<file path="config.mk">
export PLATFORM = sky130hd
export DESIGN_NAME = lal_frame_tx
export DESIGN_NICKNAME = d
export VERILOG_FILES = /design/src/rtl/lal_frame_tx.sv
export SDC_FILE = /design/constraint.sdc
export NUM_CORES = 1
export LEC_CHECK = 0
export ABC_AREA = 1
export CELL_PAD_IN_SITES_DETAIL_PLACEMENT = 1
export CELL_PAD_IN_SITES_GLOBAL_PLACEMENT = 2
export CORE_MARGIN = 2
export CORE_UTILIZATION = 38
export DETAILED_ROUTE_END_ITERATION = 8
export GPL_ROUTABILITY_DRIVEN = 0
export PLACE_DENSITY_LB_ADDON = 0.1
export RECOVER_POWER = 50
export SYNTH_ARGS = -nofsm -noshare
export SYNTH_HDL_FRONTEND = slang
export SYNTH_SLANG_ARGS = --single-unit
</file>
<file path="constraint.sdc">
create_clock -name clock -period 2.8 [get_ports clock]
set_input_delay 0.56 -clock clock [delete_from_list [all_inputs] [get_ports clock]]
set_output_delay 0.56 -clock clock [all_outputs]
set_load 0.01 [all_outputs]
</file>
<file path="src/rtl/lal_frame_tx.sv">
// Serial frame transmitter: FIFO-buffered command words sent as start, LSB-first data,
// even parity and stop bits, each held for DIV clock cycles.
module lal_frame_tx #(
    parameter int unsigned WIDTH = 26,
    parameter int unsigned DIV   = 4,
    parameter int unsigned DEPTH = 4
) (
    input  logic                   clock,
    input  logic                   reset,
    input  logic [WIDTH-1:0]       in_data,
    input  logic                   in_valid,
    output logic                   in_ready,
    output logic                   tx_line,
    output logic                   tx_busy,
    output logic [$clog2(DEPTH):0] fifo_count,
    output logic                   overflow
);
    localparam int unsigned PW = $clog2(DEPTH);
    localparam int unsigned CW = PW + 1;
    localparam int unsigned IW = (WIDTH > 1) ? $clog2(WIDTH) : 1;
    localparam logic [CW-1:0] Full    = CW'(DEPTH);
    localparam logic [7:0]    BitLast = 8'(DIV - 1);
    localparam logic [IW-1:0] IdxLast = IW'(WIDTH - 1);

    typedef enum logic [2:0] {StIdle, StStart, StData, StParity, StStop} state_t;

    state_t            state_q;
    logic [7:0]        bit_cnt_q;
    logic [IW-1:0]     idx_q;
    logic [WIDTH-1:0]  shift_q;
    logic              parity_q;

    logic [WIDTH-1:0]  mem_q [DEPTH];
    logic [PW-1:0]     wr_ptr_q;
    logic [PW-1:0]     rd_ptr_q;
    logic [CW-1:0]     count_q;

    logic              push;
    logic              pop;
    logic              bit_end;
    logic              fifo_nonempty;
    logic [WIDTH-1:0]  head;

    // Readiness comes from the registered count only, so a pop never frees a slot same-cycle.
    assign in_ready      = (count_q < Full) && !reset;
    assign push          = in_valid && in_ready;
    assign bit_end       = (bit_cnt_q == BitLast);
    assign fifo_nonempty = (count_q != '0);
    assign pop           = fifo_nonempty &&
                           ((state_q == StIdle) || ((state_q == StStop) && bit_end));
    assign head          = mem_q[rd_ptr_q];
    assign fifo_count    = count_q;

    always_ff @(posedge clock) begin
        if (reset) begin
            wr_ptr_q <= '0;
            rd_ptr_q <= '0;
            count_q  <= '0;
            overflow <= 1'b0;
        end else begin
            if (push) begin
                mem_q[wr_ptr_q] <= in_data;
                wr_ptr_q        <= wr_ptr_q + PW'(1);
            end
            if (pop) begin
                rd_ptr_q <= rd_ptr_q + PW'(1);
            end
            if (push && !pop) begin
                count_q <= count_q + CW'(1);
            end else if (pop && !push) begin
                count_q <= count_q - CW'(1);
            end
            if (in_valid && !in_ready) begin
                overflow <= 1'b1;
            end
        end
    end

    always_ff @(posedge clock) begin
        if (reset) begin
            state_q   <= StIdle;
            bit_cnt_q <= '0;
            idx_q     <= '0;
            shift_q   <= '0;
            parity_q  <= 1'b0;
            tx_line   <= 1'b1;
            tx_busy   <= 1'b0;
        end else begin
            if ((state_q == StIdle) || bit_end) begin
                bit_cnt_q <= '0;
            end else begin
                bit_cnt_q <= bit_cnt_q + 8'd1;
            end

            case (state_q)
                StIdle: begin
                    if (pop) begin
                        shift_q  <= head;
                        parity_q <= ^head;
                        state_q  <= StStart;
                        tx_line  <= 1'b0;
                        tx_busy  <= 1'b1;
                    end
                end
                StStart: begin
                    if (bit_end) begin
                        state_q <= StData;
                        idx_q   <= '0;
                        tx_line <= shift_q[0];
                    end
                end
                StData: begin
                    if (bit_end) begin
                        if (idx_q == IdxLast) begin
                            state_q <= StParity;
                            tx_line <= parity_q;
                        end else begin
                            shift_q <= shift_q >> 1;
                            idx_q   <= idx_q + IW'(1);
                            tx_line <= shift_q[1];
                        end
                    end
                end
                StParity: begin
                    if (bit_end) begin
                        state_q <= StStop;
                        tx_line <= 1'b1;
                    end
                end
                StStop: begin
                    if (bit_end) begin
                        // Chain straight into the next start bit when more words are queued.
                        if (pop) begin
                            shift_q  <= head;
                            parity_q <= ^head;
                            state_q  <= StStart;
                            tx_line  <= 1'b0;
                        end else begin
                            state_q <= StIdle;
                            tx_busy <= 1'b0;
                        end
                    end
                end
                default: begin
                    state_q <= StIdle;
                    tx_line <= 1'b1;
                    tx_busy <= 1'b0;
                end
            endcase
        end
    end
endmodule

</file>
==> out/metrics.cfg <==
[logic_synthesis]
syn_area_um2 = 7380
synth_edf_count = 104
ys_ff_latch = 159
yosysWarnings = 0
synth_top_area_share_pct = 42.3
syn-num-nets = 869
synth_compound_area_share_pct = 6.68
netlist_instances = 831
synthFlopType = edfxtp_1
synthSimpleGateAreaFrac_pct = 27.5
synth_cell_types = 39
synth_top_family_by_area = simple AND/OR/NAND/NOR gates
synthXorXnorAreaFrac_pct = 1.31
synth_area_leaders = edfxtp_1, nand2_1, dfxtp_1
ys_seq_area_share_pct = 57.3
synth.area.mux_share_pct = 0
async_reset_ff_share_pct = 0
synth_area_per_cell_um2 = 8.88
yosys.area.top_type = edfxtp_1
synthAdderAreaFrac_pct = 1.63

[power]
power_switching_share_pct = 41.1
ir_worst_vdd_mv = 0.463
comb_power_share_pct = 39.9
p_per_area_nw_per_um2 = 1000
pwr-share-clk_pct = 25.6
p_leak_nw = 3.46
power_frac_seq_pct = 34.5
p_int_mw = 5.03
p_switching_mw = 3.52
total_power_mw = 8.55

[sta]
slew_violations = 0
setup_violations = 0
fin_crit_ns = 2.39
relSlewSlack_pct = 38.7
period_share_pct = 85.3
finalHoldViolations = 0
skew_ns = 0.0109
fmax_mhz = 419
rsz0062_at_grt = no
tightestPinTransition_ns = 0.919
fin_tns_setup_ns = 0

[critical_path]
criticalPathCategory = primary input to register
required_ns = 3.11
rrSetupSlack_ns = 0.52
worstSetupStartpointType = primary input
endpoint_kind = register
critPathArrivalTime_ns = 2.70
crit_start = reset
r2r_cells = 13
path_max_fanout = 23
r2r-end = fifo_count[2]$_SDFFE_PP0P_
r2r_start = state_q[1]$_SDFFE_PP0P_

[floorplanning]
die_h_um = 143
core-area_um2 = 18900
rows = 50
fp.dieW_um = 143
initial_utilization_pct = 39.0
ios = 36
die_area_um2 = 20500

[cells_and_area]
diodes = 0
syn2layout_area_growth_pct = 15.4
mostFrequentLayoutCell = nand2_1
nNetsFinal = 906
final_cell_mix = nand2_1, edfxtp_1, nand3_1, dfxtp_1
final_util_pct = 45.1
stdcell_count = 1141
fillers = 2207
drive_gt1_share_pct = 9.08

[clocking]
cts.path.max_buffers = 2
htree_levels = 4
cts_buffers = 17
cts_tree = yes
cts_hold_buf = 0
cts-root-buf = clkbuf_16
clkLatencyLatePin_ns = 0.44
post_cts_buffers = 0
post_cts_resized = 0
clkTransAtPathRegs_ns = 0.07
clock-sinks = 159

[drt]
vias = 5586
drc = 0
drt_wl_total_um = 17600
ant_nets = 0
wl_per_cell_um = 15.5
firstDrtPassIters = 4
routed_via_density = 4.90
dr.first_iter.drc_count = 123

[grt]
grt_pass1_vias = 5844
overflow = 0
antenna_found_initial = 0
track_usage_pct = 18.5
grt_pass1_wl_um = 29200
grt_start_max_net_pins = 54

[run]
cap_violations = 0

[placed_design]
dp_cells = 1109
dp_hpwl_um = 11900
io_buffers = 35

[outcome]
outcome = complete, no violations

[hold_path]
hold_path.class = register to register

synth_stat cells, drive strengths merged, types with 6 or more instances:
cell,number
nand2,352
edfxtp,104
nand3,67
dfxtp,55
inv,51
nor2,48
o21ai,40
buf,24
a31oi,20
a21oi,14
clkbuf,9
a211oi,8
ha,8
xor2,8
nor3,6
power groups by stage:
stage | Combinational, mW | Clock [mW] | Sequential (mW)
finish | 3.41 | 2.19 | 2.95
global route | 3.97 | 2.34 | 2.99
CTS | 3.51 | 2.26 | 2.95
detailed placement | 3.50 | 0 | 3.00
global placement | 3.38 | 0 | 2.99
floorplan | 2.73 | 0 | 2.94
critical path: stages:
cell	delay [ns]
dlygate4sd3_1	0.55
clkbuf_1	0.51
inv_1	0.37
clkbuf_2	0.40
o21ai_0	0.21
a21oi_1	0.09
sequential cells by signal (all words and copies together), names as in the netlist, named ones only:
name,count
overflow,1
parity_q,1
rd_ptr_q,2
idx_q,5
tx_busy,1
tx_line,1
shift_q,26
fifo_count,3
wr_ptr_q,2
mem_q,104
bit_cnt_q,8
state_q,3
through the flow:
stage / hold slack, ns / cell area, um2 / setup WS, ns
floorplan: 0.430 / 7380 / 0.287
global placement: 0.439 / 8010 / 0.412
detailed placement: 0.454 / 8010 / 0.350
CTS: 0.469 / 8560 / 0.518
global route: 0.489 / 8510 / 0.236
finish: 0.466 / 8510 / 0.412
worst min-delay path by stage:
stage / start / endpoint / slack [ns] / cells after the start
6_report: bit_cnt_q[0]$_SDFF_PP0_ / bit_cnt_q[0]$_SDFF_PP0_ / 0.47 / 1
5_1_grt: bit_cnt_q[0]$_SDFF_PP0_ / bit_cnt_q[0]$_SDFF_PP0_ / 0.49 / 1
4_1_cts: bit_cnt_q[0]$_SDFF_PP0_ / bit_cnt_q[0]$_SDFF_PP0_ / 0.47 / 1
3_5_place_dp: bit_cnt_q[0]$_SDFF_PP0_ / bit_cnt_q[0]$_SDFF_PP0_ / 0.45 / 1
3_3_place_gp: bit_cnt_q[0]$_SDFF_PP0_ / bit_cnt_q[0]$_SDFF_PP0_ / 0.44 / 1
2_1_floorplan: bit_cnt_q[0]$_SDFF_PP0_ / bit_cnt_q[0]$_SDFF_PP0_ / 0.43 / 1
final cells by class:
| class | instances | area (um2) | share of cell area (%) |
|---|---|---|---|
| flip-flops and latches | 159 | 4230 | 49.6 |
| multi-input cells | 588 | 2740 | 32.2 |
| repair buffers | 51 | 463 | 5.44 |
| clock buffers | 18 | 429 | 5.04 |
| well taps | 260 | 325 | 3.82 |
| inverters | 51 | 201 | 2.37 |
| clock inverters | 14 | 124 | 1.46 |
cell families after synthesis:
group | Yosys count
xor+xnor | 11
simple gates | 482
buf+inv | 84
compound gates | 86
fa+ha+maj | 9
flops | 159
per-layer routing:
layer | GRT usage (%) | up-vias | wire (um)
li1 | - | 2824 | -
met1 | 23.2 | 2683 | 8230
met2 | 31.9 | 62 | 8680
met3 | 4.13 | 17 | 486
met4 | 5.88 | 0 | 251
met5 | 0 | - | 0
No activity file was read; power rests on OpenSTA's default activity.
